[config.mk]
export PLATFORM = sky130hd
export DESIGN_NAME = mux_rr_sched
export DESIGN_NICKNAME = d
export VERILOG_FILES = /design/src/rtl/mux_rr_pkg.sv /design/src/rtl/rr_pick.sv /design/src/rtl/mux_rr_sched.sv
export SDC_FILE = /design/constraint.sdc
export NUM_CORES = 1
export LEC_CHECK = 0
export ABC_AREA = 1
export CAP_MARGIN = 5
export CORE_MARGIN = 3
export CORE_UTILIZATION = 49
export CTS_CLUSTER_SIZE = 10
export DETAILED_ROUTE_END_ITERATION = 12
export GPL_TIMING_DRIVEN = 1
export PLACE_DENSITY = 0.77
export SKIP_LAST_GASP = 1
export SYNTH_ARGS = -nofsm -noshare
export SYNTH_HDL_FRONTEND = slang
export SYNTH_SLANG_ARGS = --single-unit
[constraint.sdc]
create_clock -name clk -period 2.6 [get_ports clk]
set_clock_uncertainty 0.15 [all_clocks]
set_input_delay 0.52 -clock clk [delete_from_list [all_inputs] [get_ports clk]]
set_output_delay 0.52 -clock clk [all_outputs]
set_load 0.005 [all_outputs]
[src/rtl/mux_rr_pkg.sv]
// Shared types and helpers for the round-robin mux scheduler.
package mux_rr_pkg;

  localparam int unsigned N_REQ = 8;

  typedef enum logic [1:0] {
    StIdle,
    StGrant,
    StGap
  } state_e;

  // Single source for the mux code map: requester i is selected by S = 7 - i.
  function automatic logic [2:0] sel_of(input logic [2:0] idx);
    return 3'd7 - idx;
  endfunction

endpackage

[src/rtl/rr_pick.sv]
// Combinational round-robin picker: first set request after ptr, ptr itself last.
module rr_pick
  import mux_rr_pkg::*;
(
  input  logic [N_REQ-1:0] req,
  input  logic [2:0]       ptr,
  output logic             any,
  output logic [2:0]       win
);

  logic found;

  // Scan ptr+1 .. ptr+8 (mod 8); the 3-bit sum wraps so offset 8 lands on ptr.
  always_comb begin
    any   = |req;
    win   = ptr;
    found = 1'b0;
    for (int k = 1; k <= 8; k++) begin
      if (!found && req[ptr + 3'(k)]) begin
        win   = ptr + 3'(k);
        found = 1'b1;
      end
    end
  end

endmodule

[src/rtl/mux_rr_sched.sv]
// Round-robin scheduler that time-shares an external 8:1 mux between 8 requesters.
// Drives the mux select, issues one-hot grants and registers the returned mux output.
module mux_rr_sched
  import mux_rr_pkg::*;
#(
  parameter int unsigned HOLD_CYCLES = 4
) (
  input  logic             clk,
  input  logic             rst,
  input  logic             en,
  input  logic [N_REQ-1:0] req,
  input  logic             mux_y,
  output logic [2:0]       sel,
  output logic [N_REQ-1:0] gnt,
  output logic             busy,
  output logic             y_valid,
  output logic             y_data,
  output logic [2:0]       y_idx
);

  localparam int unsigned CntW = (HOLD_CYCLES > 1) ? $clog2(HOLD_CYCLES) : 1;
  localparam logic [CntW-1:0] CntMax = CntW'(HOLD_CYCLES - 1);

  state_e           state_q, state_d;
  logic [2:0]       ptr_q, ptr_d;
  logic [2:0]       gidx_q, gidx_d;
  logic [CntW-1:0]  cnt_q, cnt_d;
  logic [N_REQ-1:0] gnt_q, gnt_d;
  logic [2:0]       sel_q, sel_d;
  logic             busy_q, busy_d;
  logic             y_valid_q, y_valid_d;
  logic             y_data_q, y_data_d;
  logic [2:0]       y_idx_q, y_idx_d;

  logic             pick_any;
  logic [2:0]       pick_win;

  rr_pick u_rr_pick (
    .req (req),
    .ptr (ptr_q),
    .any (pick_any),
    .win (pick_win)
  );

  // Next-state and registered-output logic for the IDLE/GRANT/GAP sequencer.
  always_comb begin
    state_d   = state_q;
    ptr_d     = ptr_q;
    gidx_d    = gidx_q;
    cnt_d     = cnt_q;
    gnt_d     = '0;
    sel_d     = sel_q;
    busy_d    = 1'b0;
    y_valid_d = 1'b0;
    y_data_d  = y_data_q;
    y_idx_d   = y_idx_q;

    unique case (state_q)
      StIdle, StGap: begin
        if (en && pick_any) begin
          state_d         = StGrant;
          gidx_d          = pick_win;
          gnt_d[pick_win] = 1'b1;
          sel_d           = sel_of(pick_win);
          busy_d          = 1'b1;
          cnt_d           = '0;
        end else begin
          state_d = StIdle;
        end
      end

      StGrant: begin
        // Every grant cycle yields a sample, including the one where req drops.
        y_valid_d = 1'b1;
        y_data_d  = mux_y;
        y_idx_d   = gidx_q;
        if (!req[gidx_q] || (cnt_q == CntMax)) begin
          state_d = StGap;
          ptr_d   = gidx_q;
        end else begin
          cnt_d  = cnt_q + CntW'(1);
          gnt_d  = gnt_q;
          busy_d = 1'b1;
        end
      end

      default: begin
        state_d = StIdle;
      end
    endcase
  end

  // State and output registers; synchronous reset overrides any tenure in progress.
  always_ff @(posedge clk) begin
    if (rst) begin
      state_q   <= StIdle;
      ptr_q     <= 3'd7;
      gidx_q    <= 3'd0;
      cnt_q     <= '0;
      gnt_q     <= '0;
      sel_q     <= 3'b000;
      busy_q    <= 1'b0;
      y_valid_q <= 1'b0;
      y_data_q  <= 1'b0;
      y_idx_q   <= 3'd0;
    end else begin
      state_q   <= state_d;
      ptr_q     <= ptr_d;
      gidx_q    <= gidx_d;
      cnt_q     <= cnt_d;
      gnt_q     <= gnt_d;
      sel_q     <= sel_d;
      busy_q    <= busy_d;
      y_valid_q <= y_valid_d;
      y_data_q  <= y_data_d;
      y_idx_q   <= y_idx_d;
    end
  end

  assign sel     = sel_q;
  assign gnt     = gnt_q;
  assign busy    = busy_q;
  assign y_valid = y_valid_q;
  assign y_data  = y_data_q;
  assign y_idx   = y_idx_q;

endmodule

### Word-level counts from Yosys, hierarchy flattened

Cells that the tools add are included.

| operators by class | value |
|---|---|
| add/subtract/negate cells | 9 |
| multipliers | 0 |
| div/mod/pow operators | 0 |
| magnitude comparators | 11 |
| eq/ne operators | 6 |
| shift operators | 0 |
| mux-type cells | 48 |
| bitwise gates (word level) | 0 |
| reduce and logical (&&, ||, !) cells | 25 |

Operators with widths:

| kind | count |
|---|---|
| < comparator 3 x 4 -> 1 bit (second input constant) | 10 |
| binary-select mux 1 bit (select 3 bit) | 9 |
| two-way mux 3 bit | 8 |
| two-way mux 1 bit | 21 |
| two-way mux 8 bit | 2 |
| case mux 8 bit (2 select lines) | 1 |
| adder 3 bit (second input constant) | 4 |
| logical AND 1 bit | 9 |
| logical NOT 1 bit | 8 |
| case mux 2 bit (2 select lines) | 2 |
| OR reduction 8 bit | 1 |
| adder 3 x 2 -> 3 bit (second input constant) | 2 |
| two-way mux 2 bit | 3 |
| != test 2 bit (second input constant) | 3 |
| == test 2 bit (second input constant) | 2 |
| AND reduction 2 bit | 2 |
| adder 3 x 1 -> 3 bit (second input constant) | 1 |
| demux 1 bit (select 3 bit) | 1 |
| >= comparator 3 x 1 -> 1 bit (second input constant) | 1 |
| AND reduction 3 bit | 1 |
| subtractor 3 bit (first input constant) | 1 |
| adder 2 x 1 -> 2 bit (second input constant) | 1 |
| == test 2 x 1 -> 1 bit (second input constant) | 1 |
| logical NOT 2 bit | 1 |
| 4 further kinds | 4 |

| storage, ports and cells | value |
|---|---|
| flip-flop bits (word level) | 27 |
| latch bits | 0 |
| bits in writable memories | 0 |
| bits in read-only memories | 0 |
| input bits | 12 |
| logic and storage cells | 109 |
| memories kept | 0 |

### Logic depth before layout (Yosys ltp)

| depth | value |
|---|---|
| depth in word-level cells | 31 |
| depth in mapped cells | 20 |
| mapped depth without buffers | 19 |

### Hierarchy

A second synthesis with hierarchy kept.

| second synthesis, totals | value |
|---|---|
| cell total of the unflattened synthesis | 280 |
| area, all modules | 1845.5 sq um |

By module, submodules not included:

| module | times used | cells an instance | area an instance (sq um) |
|---|---|---|---|
| mux_rr_sched | 1 | 140 | 1123.6 |
| rr_pick | 1 | 140 | 721.9 |

### Worst setup path before layout

Ideal clock, no wire load.

| path | value |
|---|---|
| path type | reg2reg |
| start point | register ptr_q[1] |
| end point | register gnt_q[0] (netlist: gnt[0]) |
| setup time | 0.132 ns |
| arrival | 2.230 ns |
| path slack | 0.088 ns |
| stages on the path, launching flop included | 18 |
| path buffers | 1 |
| period minus slack after synthesis | 2.512 ns |
| cell sequence | dfxtp_1 -> buf_4 -> inv_2 -> ha_1 -> inv_2 -> nand3_1 -> nand3_2 -> nand2_4 -> nor2_8 -> nand2_2 -> nor2_4 -> nand3_1 -> nand3_1 -> nand2_1 -> nand2_1 -> nand2_1 -> nand3_1 -> a21oi_1 |

| between the ends | value |
|---|---|
| word-level cells in the longest chain between the ends | 31 |
| elaborated cells between the ends (all ways) | 59 |
| those cells by class | add/sub: 7; order compare: 2; mux: 35; reduce/logical: 15 |

Ends and longest elaborated chain:

| item | RTL line | text |
|---|---|---|
| start: declaration | mux_rr_sched.sv:25 | `logic [2:0] ptr_q, ptr_d;` |
| start signal: assignment | mux_rr_sched.sv:108 | `ptr_q <= ptr_d;` |
| adder 3 x 1 -> 3 bit | rr_pick.sv:19, rr_pick.sv:20 |  |
| binary-select mux 1 bit (select 3 bit) | rr_pick.sv:19 | `if (!found && req[ptr + 3'(k)]) begin` |
| two-way mux 1 bit (not written as such) | rr_pick.sv:19 |  |
| two-way mux 1 bit | rr_pick.sv:19 |  |
| logical NOT 1 bit | rr_pick.sv:19 |  |
| logical AND 1 bit | rr_pick.sv:19 |  |
| two-way mux 1 bit | rr_pick.sv:19 |  |
| logical NOT 1 bit | rr_pick.sv:19 |  |
| [... 15 more ...] | - |  |
| logical AND 1 bit | rr_pick.sv:19 |  |
| two-way mux 3 bit (*) | rr_pick.sv:19 |  |
| < comparator 3 x 4 -> 1 bit (not written as such) or >= comparator 3 x 1 -> 1 bit (tied branches) | mux_rr_sched.sv:63 | `gnt_d[pick_win] = 1'b1;` |
| logical AND 1 bit (not written as such) | mux_rr_sched.sv:63 |  |
| two-way mux 1 bit (not written as such) | mux_rr_sched.sv:63 |  |
| demux 1 bit (select 3 bit) (*) | mux_rr_sched.sv:63 |  |
| two-way mux 8 bit (*) | mux_rr_sched.sv:60 | `if (en && pick_any) begin` |
| case mux 8 bit (2 select lines) (*) | mux_rr_sched.sv:58 | `unique case (state_q)` |
| end signal: assignment | mux_rr_sched.sv:111 | `gnt_q <= gnt_d;` |
| end: declaration | mux_rr_sched.sv:28 | `logic [N_REQ-1:0] gnt_q, gnt_d;` |

Mark *: on every way between the ends. The rest lies on a longest branch, timed or not. The select of a mux whose other input is x is not followed.
A chain may end at the register's enable or synchronous reset.

### Worst setup path after layout

| path | value |
|---|---|
| start point | register ptr_q[2] |
| end point | register gnt_q[6] (netlist: gnt[6]) |

Same word-level chain as after synthesis.

==> flow_metrics.py <==
metrics = {
    "outcome": {
        "status": "complete, no violations",
    },
    "clock_network": {
        "numCtsBuffers": 3,
        "htree_num_levels": 1,
        "clock_path_buffers": 2,
        "clockRootBuffer": "clkbuf_8",
        "cts_hold_buf": 0,
        "cts_tree": "yes",
        "cts_sinks": 27,
        "clk_pin_slew_worst_paths_ns": 0.08,
        "insertion_delay_ns": 0.27,
    },
    "route": {
        "viasPerCell": 5.34,
        "drc": 0,
        "drt-total-wl_mm": 5.10,
        "firstDrtPassIters": 4,
        "wl_per_cell_um": 13.0,
        "route.antenna.remaining_nets": 0,
        "vias": 2086,
        "drt_iter0_markers": 119,
    },
    "global_routing": {
        "grt_use_total_pct": 22.9,
        "grt_pass1_wl_mm": 8.30,
        "antenna_found_initial": 0,
        "grt_pass1_vias": 1906,
        "grt_start_max_net_pins": 19,
        "overflow": 0,
    },
    "synthesis": {
        "synth_top_area_share_pct": 28.7,
        "ys_seq_elements": 27,
        "yosysTopAreaCell": "dfxtp_1",
        "ys_seq_area_share_pct": 28.7,
        "syn_nets": 296,
        "synth_area_leaders": "dfxtp_1 29%, nand2_1 18%, nand3_1 10%, a21oi_1 5.3%, nor2_1 4.4%",
        "synth_edf_count": 0,
        "async_flop_share_pct": 0,
        "syn_inst": 281,
        "ys.warnings.count": 0,
        "avgSynthCellArea_um2": 6.71,
        "yosys_most_used_dff": "dfxtp_1",
        "netlist_area_um2": 1880,
        "synth_cell_types": 34,
    },
    "sta": {
        "fin_crit_ns": 2.50,
        "maxSlewViolCount": 0,
        "final_hold_viol_count": 0,
        "maxSlewHeadroom_pct": 67.8,
        "hold_ws_ns": 0.317,
        "worst_pin_slew_ns": 0.481,
        "finalSetupViolCount": 0,
        "timing.final.crit_share_pct": 96.3,
        "clock.fmax_mhz": 400,
    },
    "floorplanning": {
        "start_util_pct": 53.5,
        "std_cell_rows": 21,
        "core_um2": 3520,
        "die_x_um": 68.0,
        "dieArea_um2": 4630,
        "boundaryPins": 29,
        "fp.dieH_um": 68.0,
    },
    "final_layout": {
        "final_cells": 391,
        "layout.nets": 361,
        "final_layout_size_suffix_gt1_share_pct": 27.8,
        "antenna_cells": 0,
        "syn_to_final_growth_pct": 40.2,
    },
    "placed_design": {
        "hpwl_mm": 3.69,
        "io_buffers": 28,
        "dp.cells": 377,
        "gp_congestion": 0.897,
    },
    "setup_path": {
        "cp_slowest_cell": "dfxtp_1",
        "path_cells": "buf_4 > xor2_4 > inv_2 > o21ai_4 > nand2_2 > nor2_4 > nand3_1 > nand2_2 > nand2_4 > a21oi_4 > nand3_1 > a21oi_1",
        "worst_setup_path_start_kind": "flip-flop",
        "path_class": "flip-flop to flip-flop",
        "crit_path_end_kind": "flip-flop",
        "r2r_cells": 12,
        "cp_max_fo": 5,
        "worstPathRequired_ns": 2.66,
        "slowest_delay_ns": 0.51,
        "worstPathArrival_ns": 2.56,
    },
    "power_and_ir_drop": {
        "powerDensity_nw_per_um2": 753,
        "power_mw": 1.99,
        "ir_worst_vdd_mv": 0.453,
        "p_leak_nw": 1.26,
    },
    "run": {
        "max_cap_viol_count": 0,
    },
    "hold_path": {
        "min_path_cells": 2,
        "hold_path_class": "flip-flop to flip-flop",
    },
}
report_power, final:
part	internal [mW]	switching (mW)	leakage, nW
logic	0.501	0.741	1.01
clock network	0.110	0.121	0.0228
registers	0.473	0.0439	0.220
total	1.08	0.906	1.26
final timing paths:
path	startpoint	end	slack, ns
max reg2reg	ptr_q[2]	gnt[6]	0.1
max	ptr_q[2]	gnt[6]	0.1
min reg2reg	gnt[3]	gnt[3]	0.32
min	gnt[3]	gnt[3]	0.32
through the flow:
step / setup WS, ns / setup TNS [ns] / instance area [um^2] / util [%]
2_1_floorplan: 0.0881 / 0 / 1880 / -
3_3_place_gp: -0.190 / -1.78 / 2390 / 68.0
5_1_grt: -0.0696 / -0.404 / 2640 / 75.0
6_report: 0.0974 / 0 / 2640 / 75.0
3_5_place_dp: -0.246 / -2.46 / 2390 / 68.0
4_1_cts: 0.0198 / 0 / 2440 / 69.4
cells in the final DEF (no fill, tap or decap), types with 2 or more instances in the layout:
cell type / n
clkdlybuf4s50_1: 20
clkbuf_8: 3
inv_1: 20
nand2_1: 77
xor2_4: 2
dfxtp_1: 25
nand2_2: 18
buf_4: 35
dfxtp_2: 2
nand2_4: 2
nand4_1: 2
dlymetal6s2s_1: 8
nor2_4: 2
nand4_4: 2
o211ai_1: 2
inv_2: 6
nand3_1: 33
nor2_1: 22
o21ai_0: 11
nand3_2: 11
a21oi_1: 19
o32ai_1: 2
flip-flops by register name, summed over array words and instances (netlist names):
signal	count
gnt	8
state_q	2
y_idx	3
cnt_q	2
y_valid	1
sel	3
y_data	1
busy	1
gidx_q	3
ptr_q	3
cells in the mapped netlist (all sizes together) (2+ instances only):
cell    number
a21oi       21
a31oi        2
buf          4
dfxtp       27
ha           3
inv         27
nand2       97
nand3       44
nand4        4
nor2        26
o211ai       2
o21ai       13
o32ai        2
xor2         2
cell type report:
class	instances	area, um^2
multi-input cells	221	1300
fillers	280	880
clock buffers	4	45.0
inverters	28	108
repair buffers	65	589
well taps	46	57.6
flip-flops and latches	27	543
worst max-delay path, delay by kind of cell (launching register included):
kind / cells / cell delay, ns
XOR/XNOR: 1 / 0.21
flip-flops: 1 / 0.51
AO/OA/AOI/OAI: 3 / 0.56
AND/OR/NAND/NOR: 6 / 0.68
buffers and inverters: 2 / 0.30
layer usage:
| metal | vias up | wire length [um] | global-route usage (%) |
|---|---|---|---|
| li1 | 1052 | - | - |
| met1 | 945 | 2270 | 32.2 |
| met2 | 77 | 2470 | 36.9 |
| met3 | 12 | 273 | 4.60 |
| met4 | 0 | 84 | 3.47 |
| met5 | - | 0 | 0 |
kinds of logic after synthesis:
family / count (synthesis) / synth area share (%)
compound gates: 41 / 13.8
simple gates: 174 / 45.0
xor+xnor: 3 / 3.39
flops: 27 / 28.7
buf+inv: 33 / 7.17
fa+ha+maj: 3 / 1.99
repair_timing:
item                                    4_1_cts  5_1_grt
endpoints found under the hold margin         0        0
pin swaps                                     0        9
endpoints found under the setup margin        6       13
gates resized for setup                       1       38
buffers inserted                              0       10
Note: power is estimated with default switching activity, not from simulation.
